===== src/rtl/r4u4_twiddle_mul_pkg.sv =====
// Shared constants and types for radix-4 FFT unit-4 twiddle multiply.
// Coefficients are Q2.(CW-2); the ROM address is the in-block sample index.
package r4u4_twiddle_mul_pkg;

  localparam int COEF_WIDTH = 16;
  localparam int BLK_LEN    = 512;
  localparam int ADDR_W     = 9;
  localparam int RND_SHIFT  = COEF_WIDTH - 2;

  typedef struct packed {
    logic valid;
    logic sop;
    logic eop;
  } tag_t;

endpackage


===== src/rtl/r4u4_twiddle_mul_cmul_rnd.sv =====
// Pipelined complex multiply with round-half-up and saturation.
// Three register stages: products, round/shift, saturate.
module cmul_rnd
  import r4u4_twiddle_mul_pkg::*;
#(
  parameter int DW = 16,
  parameter int CW = COEF_WIDTH
) (
  input  logic                 clk,
  input  logic                 rst,
  input  logic                 in_valid,
  input  logic                 in_sop,
  input  logic                 in_eop,
  input  logic signed [DW-1:0] in_re,
  input  logic signed [DW-1:0] in_im,
  input  logic signed [CW-1:0] coef_re,
  input  logic signed [CW-1:0] coef_im,
  output logic                 out_valid,
  output logic                 out_sop,
  output logic                 out_eop,
  output logic [DW-1:0]        out_re,
  output logic [DW-1:0]        out_im,
  output logic                 out_ovf
);

  localparam int PW = DW + CW;
  localparam int XW = PW + 1;
  localparam int SH = CW - 2;

  localparam logic signed [XW-1:0] RND =
    XW'(1) <<< (CW - 3);
  localparam logic signed [XW-1:0] SMAX =
    (XW'(1) <<< (DW - 1)) - XW'(1);
  localparam logic signed [XW-1:0] SMIN = ~SMAX;
  localparam logic [DW-1:0] DMAX =
    {1'b0, {(DW-1){1'b1}}};
  localparam logic [DW-1:0] DMIN =
    {1'b1, {(DW-1){1'b0}}};

  tag_t t2, t3;

  logic signed [PW-1:0] p_ac, p_bd;
  logic signed [PW-1:0] p_ad, p_bc;
  logic signed [XW-1:0] sum_re, sum_im;
  logic signed [XW-1:0] r3, i3;
  logic                 hi_re, lo_re;
  logic                 hi_im, lo_im;

  assign sum_re = p_ac - p_bd;
  assign sum_im = p_ad + p_bc;

  always_ff @(posedge clk or posedge rst) begin
    if (rst) begin
      t2   <= '0;
      p_ac <= '0;
      p_bd <= '0;
      p_ad <= '0;
      p_bc <= '0;
    end else begin
      t2   <= '{in_valid, in_sop, in_eop};
      p_ac <= in_re * coef_re;
      p_bd <= in_im * coef_im;
      p_ad <= in_re * coef_im;
      p_bc <= in_im * coef_re;
    end
  end

  always_ff @(posedge clk or posedge rst) begin
    if (rst) begin
      t3 <= '0;
      r3 <= '0;
      i3 <= '0;
    end else begin
      t3 <= t2;
      r3 <= (sum_re + RND) >>> SH;
      i3 <= (sum_im + RND) >>> SH;
    end
  end

  assign hi_re = r3 > SMAX;
  assign lo_re = r3 < SMIN;
  assign hi_im = i3 > SMAX;
  assign lo_im = i3 < SMIN;

  always_ff @(posedge clk or posedge rst) begin
    if (rst) begin
      out_valid <= 1'b0;
      out_sop   <= 1'b0;
      out_eop   <= 1'b0;
      out_ovf   <= 1'b0;
      out_re    <= '0;
      out_im    <= '0;
    end else begin
      out_valid <= t3.valid;
      out_sop   <= t3.valid & t3.sop;
      out_eop   <= t3.valid & t3.eop;
      out_ovf   <= t3.valid &
                   (hi_re | lo_re | hi_im | lo_im);
      out_re    <= hi_re ? DMAX :
                   lo_re ? DMIN : r3[DW-1:0];
      out_im    <= hi_im ? DMAX :
                   lo_im ? DMIN : i3[DW-1:0];
    end
  end

endmodule


===== src/rtl/r4u4_twiddle_mul.sv =====
// FFT unit-4 twiddle stage: sample counter drives ROM address,
// stage 1 captures sample and coefficient, cmul_rnd does the rest.
module r4u4_twiddle_mul
  import r4u4_twiddle_mul_pkg::*;
#(
  parameter int DW = 16,
  parameter int CW = COEF_WIDTH
) (
  input  logic                 clk,
  input  logic                 rst,
  input  logic                 in_valid,
  input  logic                 in_sop,
  input  logic signed [DW-1:0] in_re,
  input  logic signed [DW-1:0] in_im,
  output logic [ADDR_W-1:0]    rom_addr,
  input  logic [2*CW-1:0]      rom_data,
  output logic                 out_valid,
  output logic                 out_sop,
  output logic                 out_eop,
  output logic [DW-1:0]        out_re,
  output logic [DW-1:0]        out_im,
  output logic                 out_ovf
);

  localparam logic [ADDR_W-1:0] LAST =
    ADDR_W'(BLK_LEN - 1);

  logic [ADDR_W-1:0] cnt, idx;

  tag_t                 t1;
  logic signed [DW-1:0] s1_re, s1_im;
  logic signed [CW-1:0] s1_cre, s1_cim;

  // sop forces index 0 even when the counter is mid-block
  assign idx      = in_sop ? '0 : cnt;
  assign rom_addr = idx;

  always_ff @(posedge clk or posedge rst) begin
    if (rst)
      cnt <= '0;
    else if (in_valid)
      cnt <= idx + ADDR_W'(1);
  end

  always_ff @(posedge clk or posedge rst) begin
    if (rst) begin
      t1     <= '0;
      s1_re  <= '0;
      s1_im  <= '0;
      s1_cre <= '0;
      s1_cim <= '0;
    end else begin
      t1     <= '{in_valid,
                  in_valid & in_sop,
                  in_valid & (idx == LAST)};
      s1_re  <= in_re;
      s1_im  <= in_im;
      s1_cre <= rom_data[2*CW-1:CW];
      s1_cim <= rom_data[CW-1:0];
    end
  end

  cmul_rnd #(
    .DW (DW),
    .CW (CW)
  ) u_cmul (
    .clk       (clk),
    .rst       (rst),
    .in_valid  (t1.valid),
    .in_sop    (t1.sop),
    .in_eop    (t1.eop),
    .in_re     (s1_re),
    .in_im     (s1_im),
    .coef_re   (s1_cre),
    .coef_im   (s1_cim),
    .out_valid (out_valid),
    .out_sop   (out_sop),
    .out_eop   (out_eop),
    .out_re    (out_re),
    .out_im    (out_im),
    .out_ovf   (out_ovf)
  );

endmodule

===== config.mk =====
export PLATFORM = sky130hd
export DESIGN_NAME = r4u4_twiddle_mul
export DESIGN_NICKNAME = d
export VERILOG_FILES = /design/src/rtl/r4u4_twiddle_mul_pkg.sv /design/src/rtl/r4u4_twiddle_mul_cmul_rnd.sv /design/src/rtl/r4u4_twiddle_mul.sv
export SDC_FILE = /design/constraint.sdc
export NUM_CORES = 2
export LEC_CHECK = 0
export BUFFER_PORTS_ARGS = -buffer_cell sky130_fd_sc_hd__buf_2
export CAP_MARGIN = 20
export CORE_MARGIN = 10
export CORE_UTILIZATION = 50
export CTS_CLUSTER_SIZE = 12
export DETAILED_ROUTE_END_ITERATION = 7
export PLACE_DENSITY = 0.66
export SYNTH_ARGS = -nofsm -noshare
export SYNTH_HDL_FRONTEND = slang
export SYNTH_SLANG_ARGS = --single-unit
export TNS_END_PERCENT = 100

===== constraint.sdc =====
create_clock -name clk -period 19.2 [get_ports clk]
set_input_delay 3.84 -clock clk [delete_from_list [all_inputs] [get_ports clk]]
set_output_delay 3.84 -clock clk [all_outputs]
set_load 0.02 [all_outputs]

==> results.yml <==
sta:
  timing_hold_violations_final: 0
  worst_slew_margin_rel: 0.312
  final.setup.tns_ns: 0
  finalSetupViolations: 0
  post_route_minimum_period_ns: 8.27
  fin_worst_skew_ns: 0.0334
  final_min_period_over_clock_period: 0.431
  slew_violations: 0
  tightestPinTransition_ns: 1.03
  fmaxAchievable_mhz: 121
  rsz_0062_raised_after_global_routing: "no"
place:
  portBuffers: 112
  gp_routability_congestion: 0.823
  dp_hpwl_um: 82800
global_route:
  grt_first_pass_wirelength_um: 188000
  globalRouteTotalUtil: 0.206
  grt_pass1_vias: 36055
  globalRouteOverflowTotal: 0
  antenna_found_initial: 3
  grt_max_degree: 122
worst_setup_path:
  critPathKind: "input pin to primary output"
  crit_path_max_fanout: 15
  critPathRequiredTime_ns: 15.36
  startpoint_type: "input pin"
  timing.critical_path.arrival_ns: 4.43
  cpMaxStageDelayCell: "nor2b_1"
  slowest_delay_ns: 0.21
  endpoint_kind: "primary output"
  critPathMostFrequentCell: "buf_2"
  cp_cell_sequence: "buf_2 -> nor2b_1 -> buf_2"
floorplanning:
  pin_count: 113
  core.rowCount: 116
  die_y_um: 337
  die_width_um: 337
  design.die.area_um2: 114000
  core_um2: 100000
  floorplan.initialDensity: 0.503
drt:
  route.vias.total: 34021
  drt_pre_antenna_iters: 5
  final_ant_viol_nets: 0
  wirelength_um: 110000
  route.detailed.wl_per_inst_um: 16.8
  drt-vias-per-instance: 5.19
  drc: 0
  dr.first_iter.drc_count: 1801
logic_synthesis:
  synth_enable_flop_cells: 0
  ys_ff_latch: 284
  seq_area_frac_synth: 0.141
  synth.distinct_cells: 73
  synth_nets: 6785
  yosys.cell_count.top_type: "inv_1"
  yosys-top-cells-count: "1232 x inv_1, 1048 x fa_1, 540 x nand2_1"
  synthArstFlopShare: 1.00
  synth-main-ff-cell: "dfrtp_1"
  synth.top_cells.by_area: "fa_1 42%, dfrtp_1 14%, ha_1 11%"
  synth_top_area_frac: 0.417
  synth_warnings: 0
  synthesis.area_per_instance_um2: 9.64
  synth_largest_area_cell: "fa_1"
  mappedNetlistArea_um2: 50300
  netlist_instances: 5217
run:
  max-cap-violations: 0
clock_network:
  holdBufCountCts: 0
  cts_post_setup_buffers_inserted: 0
  clk-insertion-delay-late_ns: 0.61
  cts_htree_levels: 2
  cts.path.max_buffers: 3
  cts-root-buf: "clkbuf_16"
  path_clk_slew_ns: 0.05
  cts_bufs_inserted: 40
  cts_repair_resize_count: 0
  cts_sinks: 284
  cts_tree: "yes"
layout:
  drive_gt1_frac: 0.0504
  diodes: 0
  syn2layout_area_growth_pct: 6.75
  fin_nets: 6798
status:
  status: "complete, no violations"
min_path:
  hold_class: "flip-flop to flip-flop"
[through the flow]
stage	hold WS [ns]	instances	util	setup slack, ns	instance area (um^2)
after floorplan	0.331	5217	-	7.52	50300
after global placement	0.332	6482	0.522	10.93	52200
after detailed placement	0.335	6482	0.522	10.92	52200
after CTS	0.349	6555	0.536	10.92	53600
after global routing	0.349	6559	0.537	10.85	53700
final	0.346	6559	0.537	10.93	53700
[state kept, by name, summed over array words and instances (netlist names), 9 cells and up]
name / cells
u_cmul.p_bd: 32
s1_cim: 16
s1_re: 16
u_cmul.out_im: 16
u_cmul.r3: 19
u_cmul.p_ac: 32
u_cmul.out_re: 16
s1_cre: 16
u_cmul.p_bc: 32
u_cmul.p_ad: 32
s1_im: 16
u_cmul.i3: 19
cnt: 9
[per-layer routing]
| metal | routed length (um) | up-vias | GRT usage |
|---|---|---|---|
| met2 | 51500 | 832 | 0.331 |
| li1 | - | 15532 | - |
| met3 | 6530 | 115 | 0.0252 |
| met5 | 35 | - | 0 |
| met1 | 49000 | 17536 | 0.293 |
| met4 | 2990 | 6 | 0.0575 |
[cells in the final DEF (no fill, tap or decap), types with 27 or more instances in the layout]
cell	n
a21o_1	56
a21oi_1	114
and2_1	496
buf_2	112
buf_4	65
clkbuf_16	41
dfrtp_1	284
fa_1	1048
ha_1	452
inv_1	1231
nand2_1	540
nand2b_1	35
nand3_1	27
nor2_1	205
nor3_1	37
o21ai_0	55
xnor2_1	121
xor2_1	46
[final timing paths]
kind	from	end	slack, ns	cells after the start
min in group asynchronous	rst	t1[0]	3.31	2
max	in_sop	rom_addr[0]	10.93	3
min	t1[2]	u_cmul.t2[2]	0.35	0
max reg2reg	s1_cre[7]	u_cmul.p_bc[31]	12.27	23
min reg2reg	t1[2]	u_cmul.t2[2]	0.35	0
max in group asynchronous	rst	u_cmul.p_ac[29]	13.84	4
[final cells by class]
cell class                 instances  area (um^2)
inverter                        1233         4640
fill                            8937        46300
clock inverter                    21          272
clock buffer                      52         1140
tap                             1298         1620
timing repair buffer             181         1140
sequential                       284         7110
multi-input combinational       3490        37800
[critical path, delay by kind of cell]
kind / cells / cell delay, ns
buf+inv: 2 / 0.38
simple gates: 1 / 0.21
[logic make-up after synthesis]
family	after synthesis	synth area share
AOI/OAI and AO/OA	405	0.0534
muxes	5	0.00107
and+or+nand+nor	1413	0.138
DFF	284	0.141
buffers and inverters	1443	0.108
xor gates and xnor gates	167	0.0291
adders and majority gates	1500	0.530
Power is left out: the tool's default activity adds up to more than one toggle a clock period on the data nets, which glitch-free logic cannot reach.
